## src/rtl/vga_pkg.sv

```systemverilog
// vga_pkg
// Shared definitions for the VGA timing generator:
//   - default 640x480@60 timing constants (pixels / lines)
//   - comparator width for the axis counters
//   - helpers deriving axis totals and sync-pulse bounds from timing values
//   - encoding of the run-control FSM states
package vga_pkg;

  localparam int H_ACTIVE_DEF = 640;
  localparam int H_FP_DEF     = 16;
  localparam int H_SYNC_DEF   = 96;
  localparam int H_BP_DEF     = 48;
  localparam int V_ACTIVE_DEF = 480;
  localparam int V_FP_DEF     = 10;
  localparam int V_SYNC_DEF   = 2;
  localparam int V_BP_DEF     = 33;

  localparam int CNT_W = 10;

  typedef enum logic [1:0] {
    ST_IDLE  = 2'd0,
    ST_RUN   = 2'd1,
    ST_DRAIN = 2'd2
  } vgaState_e;

  // Total positions on one axis (active + porches + sync), e.g. 800 / 525.
  function automatic int axisTotal(input int active, input int fp,
                                   input int sync, input int bp);
    return active + fp + sync + bp;
  endfunction

  // First position of the sync pulse, e.g. 656 horizontally.
  function automatic int syncStart(input int active, input int fp);
    return active + fp;
  endfunction

  // Last position of the sync pulse (inclusive), e.g. 751 horizontally.
  function automatic int syncEnd(input int active, input int fp, input int sync);
    return active + fp + sync - 1;
  endfunction

endpackage

```

## src/rtl/vga_axis_counter.sv

```systemverilog
// vga_axis_counter
// One axis (horizontal or vertical) position counter, counting 0..TOTAL-1.
// Ports:
//   clk, rst  : clock, asynchronous active-high reset
//   clr_i     : hold the count at zero
//   inc_i     : advance by one this cycle (wraps TOTAL-1 -> 0)
//   count_o   : current registered count
//   next_o    : value the count takes at the next edge
//   wrap_o    : high when this cycle's increment wraps TOTAL-1 -> 0
module vga_axis_counter
  import vga_pkg::*;
#(
  parameter int TOTAL = 800
) (
  input  logic             clk,
  input  logic             rst,
  input  logic             clr_i,
  input  logic             inc_i,
  output logic [CNT_W-1:0] count_o,
  output logic [CNT_W-1:0] next_o,
  output logic             wrap_o
);

  localparam logic [CNT_W-1:0] LAST = CNT_W'(TOTAL - 1);

  logic [CNT_W-1:0] count_q;
  logic [CNT_W-1:0] count_d;

  // Next count: clear wins over increment; the wrap keeps the count below TOTAL.
  always_comb begin
    count_d = count_q;
    if (clr_i) begin
      count_d = '0;
    end else if (inc_i) begin
      count_d = (count_q == LAST) ? '0 : count_q + CNT_W'(1);
    end
  end

  // Count register.
  always_ff @(posedge clk or posedge rst) begin
    if (rst) begin
      count_q <= '0;
    end else begin
      count_q <= count_d;
    end
  end

  assign wrap_o  = inc_i && !clr_i && (count_q == LAST);
  assign count_o = count_q;
  assign next_o  = count_d;

endmodule

```

## src/rtl/vga_timing_gen.sv

```systemverilog
// vga_timing_gen
// VGA sync/position generator with a run-control FSM (IDLE / RUN / DRAIN).
// Ports:
//   clk, rst     : clock, asynchronous active-high reset
//   pix_en       : pixel strobe; counters only move on cycles where it is high
//   en           : run request; dropping it lets the current frame finish
//   hsync, vsync : active-low sync pulses (held high in IDLE)
//   video_on     : high inside the active picture while running
//   pixel_x/y    : current column / line
//   frame_start  : one-cycle pulse when a frame begins at (0,0) in RUN
//   busy         : high in RUN or DRAIN
// Every output is a register loaded from the same next-state values, so all
// of them describe the same (pixel_x, pixel_y) on every cycle.
module vga_timing_gen
  import vga_pkg::*;
#(
  parameter int H_ACTIVE = H_ACTIVE_DEF,
  parameter int H_FP     = H_FP_DEF,
  parameter int H_SYNC   = H_SYNC_DEF,
  parameter int H_BP     = H_BP_DEF,
  parameter int V_ACTIVE = V_ACTIVE_DEF,
  parameter int V_FP     = V_FP_DEF,
  parameter int V_SYNC   = V_SYNC_DEF,
  parameter int V_BP     = V_BP_DEF
) (
  input  logic       clk,
  input  logic       rst,
  input  logic       pix_en,
  input  logic       en,
  output logic       hsync,
  output logic       vsync,
  output logic       video_on,
  output logic [9:0] pixel_x,
  output logic [9:0] pixel_y,
  output logic       frame_start,
  output logic       busy
);

  localparam int H_TOTAL = axisTotal(H_ACTIVE, H_FP, H_SYNC, H_BP);
  localparam int V_TOTAL = axisTotal(V_ACTIVE, V_FP, V_SYNC, V_BP);

  localparam logic [CNT_W-1:0] H_ACT_C = CNT_W'(H_ACTIVE);
  localparam logic [CNT_W-1:0] V_ACT_C = CNT_W'(V_ACTIVE);
  localparam logic [CNT_W-1:0] H_SS_C  = CNT_W'(syncStart(H_ACTIVE, H_FP));
  localparam logic [CNT_W-1:0] H_SE_C  = CNT_W'(syncEnd(H_ACTIVE, H_FP, H_SYNC));
  localparam logic [CNT_W-1:0] V_SS_C  = CNT_W'(syncStart(V_ACTIVE, V_FP));
  localparam logic [CNT_W-1:0] V_SE_C  = CNT_W'(syncEnd(V_ACTIVE, V_FP, V_SYNC));

  vgaState_e        state_q, state_d;
  logic             advance, clrCnt, vInc, hWrap, vWrap;
  logic [CNT_W-1:0] hCnt_q, hCnt_d, vCnt_q, vCnt_d;
  logic             hsync_q, hsync_d, vsync_q, vsync_d;
  logic             videoOn_q, videoOn_d;
  logic             frameStart_q, frameStart_d;
  logic             busy_q, busy_d;

  // Counters sit at zero in IDLE and move only on pixel strobes otherwise.
  assign clrCnt  = (state_q == ST_IDLE);
  assign advance = pix_en && (state_q != ST_IDLE);
  assign vInc    = advance && hWrap;

  vga_axis_counter #(.TOTAL(H_TOTAL)) uHCounter (
    .clk     (clk),
    .rst     (rst),
    .clr_i   (clrCnt),
    .inc_i   (advance),
    .count_o (hCnt_q),
    .next_o  (hCnt_d),
    .wrap_o  (hWrap)
  );

  vga_axis_counter #(.TOTAL(V_TOTAL)) uVCounter (
    .clk     (clk),
    .rst     (rst),
    .clr_i   (clrCnt),
    .inc_i   (vInc),
    .count_o (vCnt_q),
    .next_o  (vCnt_d),
    .wrap_o  (vWrap)
  );

  // Next state and next outputs. vWrap marks the strobe on which the
  // counters leave (last,last) for (0,0), i.e. the end of a frame.
  // If en comes back on that very strobe, DRAIN resumes as RUN and the new
  // frame is announced like any other.
  always_comb begin
    state_d = state_q;
    case (state_q)
      ST_IDLE:  if (en && pix_en) state_d = ST_RUN;
      ST_RUN:   if (!en) state_d = ST_DRAIN;
      ST_DRAIN: begin
        if (en) begin
          state_d = ST_RUN;
        end else if (vWrap) begin
          state_d = ST_IDLE;
        end
      end
      default:  state_d = ST_IDLE;
    endcase

    busy_d       = (state_d != ST_IDLE);
    videoOn_d    = busy_d && (hCnt_d < H_ACT_C) && (vCnt_d < V_ACT_C);
    hsync_d      = !(busy_d && (hCnt_d >= H_SS_C) && (hCnt_d <= H_SE_C));
    vsync_d      = !(busy_d && (vCnt_d >= V_SS_C) && (vCnt_d <= V_SE_C));
    frameStart_d = (state_d == ST_RUN) && ((state_q == ST_IDLE) || vWrap);
  end

  // State and output registers.
  always_ff @(posedge clk or posedge rst) begin
    if (rst) begin
      state_q      <= ST_IDLE;
      hsync_q      <= 1'b1;
      vsync_q      <= 1'b1;
      videoOn_q    <= 1'b0;
      frameStart_q <= 1'b0;
      busy_q       <= 1'b0;
    end else begin
      state_q      <= state_d;
      hsync_q      <= hsync_d;
      vsync_q      <= vsync_d;
      videoOn_q    <= videoOn_d;
      frameStart_q <= frameStart_d;
      busy_q       <= busy_d;
    end
  end

  assign hsync       = hsync_q;
  assign vsync       = vsync_q;
  assign video_on    = videoOn_q;
  assign pixel_x     = hCnt_q;
  assign pixel_y     = vCnt_q;
  assign frame_start = frameStart_q;
  assign busy        = busy_q;

endmodule

```

## config.mk

```make
export PLATFORM = sky130hd
export DESIGN_NAME = vga_timing_gen
export DESIGN_NICKNAME = d
export VERILOG_FILES = /design/src/rtl/vga_pkg.sv /design/src/rtl/vga_axis_counter.sv /design/src/rtl/vga_timing_gen.sv
export SDC_FILE = /design/constraint.sdc
export NUM_CORES = 1
export LEC_CHECK = 0
export CORE_UTILIZATION = 40
export DETAILED_ROUTE_END_ITERATION = 8
export PLACE_DENSITY = 0.72
export SYNTH_ARGS = -nofsm -noshare
export SYNTH_HDL_FRONTEND = slang
export SYNTH_SLANG_ARGS = --single-unit
```

## constraint.sdc

```tcl
create_clock -name clk -period 2.15 [get_ports clk]
set_input_delay 0.3225 -clock clk [delete_from_list [all_inputs] [get_ports clk]]
set_output_delay 0.3225 -clock clk [all_outputs]
set_load 0.1 [all_outputs]
```

# Yosys cells after proc, flatten, opt, wreduce, memory -nomap -nowiden
# Cells that the tools add are included.
[totals]
register_bits = 27
in_bits = 4
output_inout_bits = 25
[op_classes]
add_sub_neg = 2
n_lt_le_gt_ge = 6
n_eq_ne = 5
n_mux = 11
n_reduce_logical = 21
[op_table]
columns = ["op", "count"]
rows = [
  ["$mux 10", 6],
  ["$add 10x1->10 const B", 2],
  ["$eq 10x10->1 const B", 2],
  ["$logic_and 1x1->1", 14],
  ["$ge 10x10->1 const B", 1],
  ["$ge 10x9->1 const B", 1],
  ["$le 10x10->1 const B", 1],
  ["$le 10x9->1 const B", 1],
  ["$lt 10x10->1 const B", 1],
  ["$lt 10x9->1 const B", 1],
  ["$mux 2", 4],
  ["$pmux 2 s3", 1],
  ["$eq 2x1->1 const B", 2],
  ["$reduce_bool 2->1", 2],
  ["$logic_not 1->1", 3],
  ["$eq 2x2->1 const B", 1],
  ["$logic_not 2->1", 1],
  ["$logic_or 1x1->1", 1],
]

# Depth between registers and ports, before layout
# Gate-level depths: netlist (run 1).
[depth]
depth_word = 14
mapped_depth = 9
ltp_nobuf = 8

# Cells and area by module
# A second synthesis (run 1) with hierarchy kept.
[unflattened]
hier_cells = 147
area_unflattened_um2 = 1441.4
[by_module_without_submodules]
columns = ["module", "instances", "cells_per_inst", "area_each_um2", "seq_area_each_um2"]
rows = [
  ["vga_axis_counter (uHCounter)", 1, 58, 568.0, 250.2],
  ["vga_axis_counter (uVCounter)", 1, 57, 550.5, 250.2],
  ["vga_timing_gen", 1, 32, 322.8, 177.7],
]

# Worst setup path before layout (run 1)
# Ideal clock, no wire load.
[synth_timing]
path_kind = "reg2reg"
from = "register uHCounter.count_q[4] (netlist: uHCounter.count_o[4])"
to = "register hsync_q (netlist: hsync)"
t_arrival_ns = 2.593
required_time_ns = 2.084
path_slack_ns = -0.509
path_stages_with_launch = 8
n_path_buf = 1
path_cell_list = "dfrtp_1 -> buf_4 -> or3b_4 -> nor4_4 -> nand4_2 -> o311a_1 -> and4_1 -> nand4_1"
[synth_via]
elab_chain_len = 12
word_cells_on_any_way = 18
classes_between = "1 x add/sub; 2 x order compare; 1 x eq/ne; 6 x mux; 8 x reduce/logical"
[synth_lines]
columns = ["element", "line_no", "rtl"]
rows = [
  ["start: declaration", "vga_axis_counter.sv:26", "logic [CNT_W-1:0] count_q;"],
  ["start signal: assignment", "vga_axis_counter.sv:44", "count_q <= count_d;"],
  ["$eq 10x10->1", "vga_axis_counter.sv:48", "assign wrap_o = inc_i && !clr_i && (count_q == LAST);"],
  ["$logic_and 1x1->1", "vga_axis_counter.sv:48", ""],
  ["$logic_and 1x1->1", "vga_timing_gen.sv:60", "assign vInc = advance && hWrap;"],
  ["$logic_and 1x1->1 (2 in series)", "vga_axis_counter.sv:48", ""],
  ["$mux 2", "vga_timing_gen.sv:94", "end else if (vWrap) begin"],
  ["$mux 2", "vga_timing_gen.sv:92", "if (en) begin"],
  ["$pmux 2 s3", "vga_timing_gen.sv:88", "case (state_q)"],
  ["$reduce_bool 2->1", "vga_timing_gen.sv:101", "busy_d = (state_d != ST_IDLE);"],
  ["net busy_d", "vga_timing_gen.sv:55", "logic busy_q, busy_d;"],
  ["$logic_and 1x1->1 (2 in series)", "vga_timing_gen.sv:103", "hsync_d = !(busy_d && (hCnt_d >= H_SS_C) && (hCnt_d <= H_SE_C));"],
  ["$logic_not 1->1", "vga_timing_gen.sv:103", ""],
  ["net hsync_d", "vga_timing_gen.sv:52", "logic hsync_q, hsync_d, vsync_q, vsync_d;"],
  ["end signal: assignment", "vga_timing_gen.sv:119", "hsync_q <= hsync_d;"],
  ["end: declaration", "vga_timing_gen.sv:52", ""],
]
# The timed path passes the listed nets, and every way through them passes these cells.

# Final worst setup path (run 1)
[layout_timing]
from = "register uHCounter.count_q[5] (netlist: uHCounter.count_o[5])"
to = "register hsync_q (netlist: hsync)"
# The elaborated chain is that of the path after synthesis.

==> results.sh, run 1 <==
export IMPL_max_slew_margin_pct=62.7
export IMPL_num_rows=21
export IMPL_dp_cells=247
export IMPL_dpl_cell_area_um2=1930
export IMPL_drt_pass1_iterations=4
export IMPL_synthDistinctLibCells=40
export IMPL_clk_pin_slew_ps=90
export IMPL_stdcell_count=252
export IMPL_synth_top_cell_by_area="dfrtp_1"
export IMPL_insertion_delay_ps=270
export IMPL_drtAntennaViolNets=0
export IMPL_cp_arrival_ps=2300
export IMPL_timing_rr_start="uHCounter.count_o[5]"
export IMPL_fin_area_um2=2020
export IMPL_syn2layout_area_growth_pct=33.7
export IMPL_ys_flop_type="dfrtp_1"
export IMPL_dieArea_um2=4020
export IMPL_clock_sinks=27
export IMPL_peakVddDrop_v=0.000294
export IMPL_antenna_found_initial=0
export IMPL_setup_violations=0
export IMPL_wirelength_mm=3.50
export IMPL_max_freq_mhz=479
export IMPL_multi_input_area_um2=817
export IMPL_powerDensity_nw_per_um2=538
export IMPL_hold_viol_final=0
export IMPL_slowest_stage="dfrtp_4"
export IMPL_start_util_pct=43.5
export IMPL_dpl_hpwl_mm=2.60
export IMPL_status="completed"
export IMPL_core_um2=3470
export IMPL_grt_use_met3_pct=2.36
export IMPL_finalPower_mw=1.09
export IMPL_syn_cell_area_um2=1510
export IMPL_track_usage_pct=18.4
export IMPL_ys_ff_latch=27
export IMPL_start_kind="flip-flop"
export IMPL_fin_nets=214
export IMPL_path_class="reg -> reg"
export IMPL_h_tree_depth=1
export IMPL_synth_most_common_cell="nor2_1"
export IMPL_period_minus_slack_ps=2090
export IMPL_endpoint_kind="flip-flop"
export IMPL_cp_max_fo=6
export IMPL_seqCellArea_um2=707
export IMPL_finalSetupTns_ps=0
export IMPL_cts_buffers=3
export IMPL_finClkSkew_ps=4.79
export IMPL_r2r_cells=7
export IMPL_syn_area_per_cell_um2=9.37
export IMPL_tightestPinTransition_ps=558
export IMPL_utilization_pct=58.2
export IMPL_worstPathRequired_ps=2360
export IMPL_num_fill_cells=311
export IMPL_die_h_um=63.4
export IMPL_num_io_pins=29
export IMPL_fp_dieW_um=63.4
export IMPL_use_met2_pct=30.1
export IMPL_gp_congestion=0.853
export IMPL_rsz0062_at_grt="yes"
export IMPL_grt_start_max_net_pins=16
export IMPL_busiest_layer="met2"
export IMPL_worstPathCellList="or3b_4 > nor4_4 > buf_4 > nand4_4 > o311a_4 > and4_1 > nand4_1"
export IMPL_leakage_nw=0.847
export IMPL_r2r_end="hsync"
export IMPL_detail_route_vias_per_cell=5.39
export IMPL_port_buffers=28
export IMPL_num_vias=1358
export IMPL_ff2ff_setup_slack_ps=60
export IMPL_yosysWarnings=0
export IMPL_synth_top_area_share_pct=41.5
export IMPL_met1_usage_pct=25.1
export IMPL_drv_slew=0
export IMPL_drc=0
export IMPL_synth_edf_count=0
export IMPL_final_period_utilization_pct=97.2
export IMPL_first_global_vias=1267
export IMPL_syn_inst=161
export IMPL_wl_per_cell_um=13.9
export IMPL_yosys_top_cells_area="dfrtp_1 (41%), nor2_1 (7.2%), xnor2_1 (5.2%), xor2_1 (5.2%), dfstp_2 (3.5%)"
export IMPL_tritoncts="built"
export IMPL_clk_path_buf_depth=2
export IMPL_diodes=0
export IMPL_syn_nets=168
export IMPL_yosys_top_cells_count="nor2_1 (29), dfrtp_1 (25), nand2_1 (13)"
export IMPL_drive_gt1_share_pct=35.4
export IMPL_hp_class="in -> async"
export IMPL_grt_pass1_wl_mm=5.86
export IMPL_cts_root_buffer="clkbuf_8"
export IMPL_async_flop_share_pct=100
export IMPL_drv_cap=0
export IMPL_overflow=0
export IMPL_synth_seq_area_share_pct=44.9
export IMPL_drtIter0Drc=56
export IMPL_slowest_delay_ps=480
==> per-layer routing <==
metal / share of wire (%) / up-vias
met1: 46 / 658
met5: 0 / -
met2: 48 / 46
met3: 4.6 / 4
met4: 0.92 / 0
li1: - / 650
==> worst max-delay path: cells and delay by family, from the launching register on <==
| family | cells | cell delay (ps) |
|---|---|---|
| and+or+nand+nor | 5 | 940 |
| DFF | 1 | 480 |
| AOI/OAI and AO/OA | 1 | 430 |
| buffers and inverters | 1 | 190 |
==> worst max path at each step <==
stage	from	to	slack [ps]	cells after the start
final	uHCounter.count_o[5]	hsync	60	7
after global routing	uHCounter.count_o[0]	hsync	-50	8
after CTS	uHCounter.count_o[0]	vsync	70	8
after detailed placement	pix_en	vsync	-60	8
after global placement	pix_en	vsync	-7	8
after floorplan	uHCounter.count_o[5]	hsync	-50	7
==> repair_timing <==
item,CTS,global route
hold buffers,0,0
setup endpoints to repair,0,5
gates resized for setup,0,6
buffers inserted,0,1
==> layout by cell type, fill, tap and decap left out, types with 5 or more instances in the layout <==
cell	instances
nor2_1	29
inv_1	7
xnor2_1	9
nand2_1	13
nand4_1	6
dfrtp_4	5
buf_4	42
dfrtp_1	12
dfrtp_2	8
xor2_1	8
nand3_1	6
==> through the flow <==
stage,worst slack (ps),hold slack [ps]
6_report,60.8,382
4_1_cts,67.1,396
3_5_place_dp,-60.7,574
2_1_floorplan,-50.1,373
5_1_grt,-47.9,432
3_3_place_gp,-7.25,555
==> layout make-up <==
type | instances | area share [%]
Tap cell | 46 | 2.85
Multi-Input combinational cell | 122 | 40.5
Timing Repair Buffer | 46 | 18.1
Sequential cell | 27 | 35.0
Clock buffer | 4 | 2.23
Inverter | 7 | 1.30
==> cell families (layout without fill, tap and decap cells) <==
group	count (synthesis)	after routing	synth area share (%)
simple gates	81	81	28.5
flops	27	27	44.9
compound gates	19	19	8.79
xor+xnor	18	18	10.4
buf+inv	12	57	4.15
fa+ha+maj	3	3	2.49
mux	1	1	0.663
==> report_power, final <==
group / internal (mW) / total (mW) / switching [mW]
clock: 0.133 / 0.284 / 0.151
sequential: 0.529 / 0.545 / 0.0163
combinational: 0.0780 / 0.258 / 0.180
total: 0.740 / 1.09 / 0.347
==> registers in the layout (all words and copies together) (netlist names) <==
signal	cells
busy	1
video_on	1
state_q	2
hsync	1
frame_start	1
uVCounter.count_o	10
uHCounter.count_o	10
vsync	1
(Power assumes the default switching activity.)
==> run 2, diff against run 1 <==
--- a/config.mk
+++ b/config.mk
@@ -5,6 +5,7 @@
 export SDC_FILE = /design/constraint.sdc
 export NUM_CORES = 1
 export LEC_CHECK = 0
+export CORE_MARGIN = 1
 export CORE_UTILIZATION = 40
 export DETAILED_ROUTE_END_ITERATION = 8
 export PLACE_DENSITY = 0.72
==> constraint.sdc (replaced) <==
create_clock -name clk -period 2.4 [get_ports clk]
set_input_delay 0.36 -clock clk [delete_from_list [all_inputs] [get_ports clk]]
set_output_delay 0.36 -clock clk [all_outputs]
set_load 0.1 [all_outputs]
==> run 2 against run 1 <==
  * First-iteration DRC count grew 36%
  * Worst hold slack worse by 13 ps
  * Combinational power fell by 20%
  * Clock skew increased by 1.1 ps
  * Wire length fell by 4.2%
  * Sequential share of layout area up 2.2 points
  * Global-route usage down 0.24 points
  * Power decreased by 13%
  * Critical path type unchanged
==> results.sh, run 2 (synthesized netlist as in run 1, its figures left out) <==
export IMPL_hold_viol_final=0
export IMPL_insertion_delay_ps=270
export IMPL_drc=0
export IMPL_finClkSkew_ps=5.88
export IMPL_antenna_found_initial=0
export IMPL_setup_violations=0
export IMPL_core_um2=3470
export IMPL_wl_per_cell_um=14.0
export IMPL_start_kind="flip-flop"
export IMPL_final_period_utilization_pct=87.3
export IMPL_cts_buffers=3
export IMPL_finalSetupTns_ps=0
export IMPL_powerDensity_nw_per_um2=510
export IMPL_slowest_delay_ps=470
export IMPL_cts_resized_gates=0
export IMPL_clock_sinks=27
export IMPL_fin_nets=202
export IMPL_grt_start_max_net_pins=18
export IMPL_r2r_cells=7
export IMPL_die_h_um=63.4
export IMPL_slowest_stage="dfrtp_2"
export IMPL_cp_max_fo=13
export IMPL_first_global_vias=1200
export IMPL_gp_congestion=0.888
export IMPL_num_rows=21
export IMPL_drt_pass1_iterations=4
export IMPL_hp_class="in -> async"
export IMPL_cts_hold_buf=0
export IMPL_cp_arrival_ps=2270
export IMPL_wl_met1_mm=1.49
export IMPL_h_tree_depth=1
export IMPL_max_slew_margin_pct=72.6
export IMPL_finalPower_mw=0.942
export IMPL_worstPathRequired_ps=2580
export IMPL_track_usage_pct=18.2
export IMPL_diodes=0
export IMPL_critical_path_top_delay_family="simple AND/OR/NAND/NOR gates"
export IMPL_dr_wl_met3_um=168
export IMPL_dpl_cell_area_um2=1800
export IMPL_endpoint_kind="flip-flop"
export IMPL_drv_slew=0
export IMPL_clk_path_buf_depth=2
export IMPL_wirelength_mm=3.35
export IMPL_syn2layout_area_growth_pct=22.4
export IMPL_fp_dieW_um=63.4
export IMPL_detail_route_vias_per_cell=5.36
export IMPL_crit_cells=7
export IMPL_fin_area_um2=1850
export IMPL_stdcell_count=240
export IMPL_timing_rr_start="uHCounter.count_o[5]"
export IMPL_r2r_end="video_on"
export IMPL_rsz0062_at_grt="no"
export IMPL_num_io_pins=29
export IMPL_dieArea_um2=4020
export IMPL_layout_commonest_cell="buf_4"
export IMPL_hold_ws_ps=369
export IMPL_post_cts_buffers=0
export IMPL_path_buf_inv=1
export IMPL_grt_pass1_wl_mm=5.66
export IMPL_dr_max_layer_used="met4"
export IMPL_cts_root_buffer="clkbuf_8"
export IMPL_peakVddDrop_v=0.000266
export IMPL_path_class="reg -> reg"
export IMPL_worstSetupStartpoint="uHCounter.count_o[5]"
export IMPL_clk_pin_slew_ps=80
export IMPL_max_freq_mhz=477
export IMPL_critPathCapture="video_on"
export IMPL_drv_cap=0
export IMPL_leakage_nw=0.778
export IMPL_dpl_hpwl_mm=2.59
export IMPL_tritoncts="built"
export IMPL_worstPathCellList="or3b_4 > nor4_4 > buf_4 > nand3_1 > xor2_1 > nor2_1 > a211oi_1"
export IMPL_status="completed"
export IMPL_final_cell_mix="buf_4 (31), nor2_1 (29), dfrtp_1 (18), nand2_1 (13)"
export IMPL_port_buffers=28
export IMPL_start_util_pct=43.5
export IMPL_overflow=0
export IMPL_ff2ff_setup_slack_ps=300
export IMPL_drive_gt1_share_pct=24.7
export IMPL_num_vias=1286
export IMPL_drtIter0Drc=76
export IMPL_routed_wl_met2_mm=1.62
export IMPL_drtAntennaViolNets=0
export IMPL_tightestPinTransition_ps=411
export IMPL_period_minus_slack_ps=2100
export IMPL_dp_cells=236
==> run 2: where the power goes <==
group	internal, mW	switching [mW]	leakage, nW
logic	0.0532	0.154	0.406
clock network	0.119	0.129	0.0228
registers	0.472	0.0151	0.349
total	0.644	0.298	0.778
==> run 2: layout make-up <==
type	count	area, um2
fill	340	1620
multi-input combinational	122	768
sequential	27	687
timing repair buffer	34	263
tap	46	57.6
clock buffer	4	45.0
inverter	7	26.3
==> run 2: stage by stage <==
step,util [%],setup slack [ps]
floorplan,-,29.0
finish,53.2,305
CTS,53.2,302
global route,53.2,151
global placement,51.9,199
detailed placement,51.9,141
==> run 2: routing by layer <==
metal  track usage (%)  up-vias
met4              9.09        0
li1                  -      621
met2              29.8       38
met3              2.90        7
met1              23.0      620
met5                 0        -
==> run 2: worst min-delay path by stage <==
stage | to | slack [ps] | cells after the start
CTS | state_q[0] | 380 | 2
global placement | uHCounter.count_o[3] | 560 | 2
finish | state_q[0] | 370 | 2
detailed placement | uHCounter.count_o[0] | 580 | 2
floorplan | busy | 410 | 1
global route | state_q[0] | 390 | 2
==> run 3, diff against run 2 <==
--- a/config.mk
+++ b/config.mk
@@ -8,7 +8,7 @@
 export CORE_MARGIN = 1
 export CORE_UTILIZATION = 40
 export DETAILED_ROUTE_END_ITERATION = 8
-export PLACE_DENSITY = 0.72
+export PLACE_DENSITY = 0.6
 export SYNTH_ARGS = -nofsm -noshare
 export SYNTH_HDL_FRONTEND = slang
 export SYNTH_SLANG_ARGS = --single-unit
==> run 3 against run 2 <==
  * Flip-flop and latch count did not move
  * Wire length is 3.8% lower
  * Power rose by 0.90%
  * Cell count decreased by 0.42%
  * Via count decreased by 1.6%
  * Global-route usage is 0.60 points lower
  * Register-to-register slack got worse by 20 ps
  * Cell area fell by 0.41%
  * Largest power group unchanged
  * Critical path depth stayed put
  * Worst hold slack better by 59 ps
==> results.sh, run 3 (synthesized netlist as in run 1, its figures left out) <==
export IMPL_first_global_vias=1194
export IMPL_rsz0062_at_grt="no"
export IMPL_peakVddDrop_v=0.000442
export IMPL_layout_commonest_cell="buf_4"
export IMPL_cts_root_buffer="clkbuf_8"
export IMPL_post_cts_buffers=0
export IMPL_finalPower_mw=0.950
export IMPL_status="completed"
export IMPL_drv_cap=0
export IMPL_die_h_um=63.4
export IMPL_leakage_nw=0.773
export IMPL_grt_start_max_net_pins=28
export IMPL_endpoint_kind="flip-flop"
export IMPL_gp_congestion=0.847
export IMPL_track_usage_pct=17.6
export IMPL_dp_cells=235
export IMPL_cp_max_fo=13
export IMPL_utilization_pct=53.0
export IMPL_slowest_delay_ps=480
export IMPL_setup_violations=0
export IMPL_fin_nets=201
export IMPL_use_met2_pct=27.4
export IMPL_grt_pass1_wl_mm=5.55
export IMPL_syn2layout_area_growth_pct=21.9
export IMPL_tritoncts="built"
export IMPL_period_minus_slack_ps=2120
export IMPL_num_rows=21
export IMPL_h_tree_depth=1
export IMPL_switching_share_pct=32.6
export IMPL_wirelength_mm=3.22
export IMPL_core_um2=3470
export IMPL_grt_use_met3_pct=3.26
export IMPL_power_frac_seq_pct=51.2
export IMPL_insertion_delay_ps=270
export IMPL_overflow=0
export IMPL_finClkSkew_ps=5.16
export IMPL_clk_path_buf_depth=2
export IMPL_diodes=0
export IMPL_path_class="reg -> reg"
export IMPL_hold_viol_final=0
export IMPL_drtIter0Drc=69
export IMPL_multi_input_area_um2=768
export IMPL_powerDensity_nw_per_um2=517
export IMPL_stdcell_count=239
export IMPL_max_freq_mhz=472
export IMPL_power_frac_comb_pct=21.4
export IMPL_fin_area_um2=1840
export IMPL_num_io_pins=29
export IMPL_seqCellArea_um2=687
export IMPL_met1_usage_pct=24.4
export IMPL_clock_sinks=27
export IMPL_worst_slack_ps=283
export IMPL_drive_gt1_share_pct=24.4
export IMPL_dpl_cell_area_um2=1790
export IMPL_dp_slack_ps=153
export IMPL_start_util_pct=43.5
export IMPL_hp_class="in -> async"
export IMPL_antenna_found_initial=0
export IMPL_cts_resized_gates=0
export IMPL_dpl_hpwl_mm=2.37
export IMPL_netSwitchingPower_mw=0.309
export IMPL_detail_route_vias_per_cell=5.30
export IMPL_dieArea_um2=4020
export IMPL_slowest_stage="dfrtp_2"
export IMPL_final_period_utilization_pct=88.2
export IMPL_fp_dieW_um=63.4
export IMPL_drc=0
export IMPL_max_slew_margin_pct=62.3
export IMPL_timing_rr_start="uHCounter.count_o[5]"
export IMPL_wl_per_cell_um=13.5
export IMPL_final_cell_mix="buf_4 (30), nor2_1 (29), dfrtp_1 (18), nand2_1 (13)"
export IMPL_drt_pass1_iterations=4
export IMPL_p_int_mw=0.641
export IMPL_busiest_layer="met2"
export IMPL_cts_hold_buf=0
export IMPL_worstPathRequired_ps=2580
export IMPL_clk_pin_slew_ps=90
export IMPL_num_vias=1266
export IMPL_worstSetupStartpoint="uHCounter.count_o[5]"
export IMPL_drtAntennaViolNets=0
export IMPL_port_buffers=28
export IMPL_finalSetupTns_ps=0
export IMPL_num_fill_cells=338
export IMPL_cp_arrival_ps=2300
export IMPL_hold_ws_ps=428
export IMPL_cts_buffers=3
export IMPL_drv_slew=0
export IMPL_start_kind="flip-flop"
export IMPL_clockPowerShare_pct=27.4
export IMPL_worstPathCellList="or3b_4 > nor4_4 > buf_4 > nand4_1 > xor2_1 > o21ai_1 > a211oi_1"
export IMPL_tightestPinTransition_ps=563
run 3: power by group through the flow:
stage / logic, mW / registers, mW / clock network, mW
2_1_floorplan: 0.0569 / 0.587 / 0
3_3_place_gp: 0.205 / 0.494 / 0
3_5_place_dp: 0.206 / 0.495 / 0
4_1_cts: 0.206 / 0.486 / 0.263
5_1_grt: 0.216 / 0.489 / 0.287
6_report: 0.204 / 0.486 / 0.261
run 3: area by class of cell:
class | count | area share [%]
repair buffers | 33 | 13.9
multi-input cells | 122 | 41.8
inverters | 7 | 1.43
well taps | 46 | 3.13
clock buffers | 4 | 2.45
flip-flops and latches | 27 | 37.3
run 3: path summary, 6_finish.rpt:
| kind | endpoint | slack (ps) | cells after the start |
|---|---|---|---|
| setup / recovery | video_on | 280 | 7 |
| hold / removal | busy | 430 | 3 |
| setup reg to reg | video_on | 280 | 7 |
| hold reg to reg | uHCounter.count_o[2] | 600 | 2 |
| max in group asynchronous | vsync | 1660 | 3 |
| min in group clk | uHCounter.count_o[2] | 600 | 2 |
run 3: critical path: cells and delay by family (launching register included):
| family | cells | cell delay [ps] |
|---|---|---|
| xor gates and xnor gates | 1 | 210 |
| DFF | 1 | 480 |
| and+or+nand+nor | 3 | 810 |
| AOI/OAI and AO/OA | 2 | 290 |
| buffers and inverters | 1 | 240 |
run 3: metal layers:
| layer | part of all wire (%) | vias to the layer above |
|---|---|---|
| met5 | 0 | - |
| met4 | 1.2 | 0 |
| met3 | 4.4 | 5 |
| met2 | 46 | 35 |
| met1 | 48 | 609 |
| li1 | - | 617 |
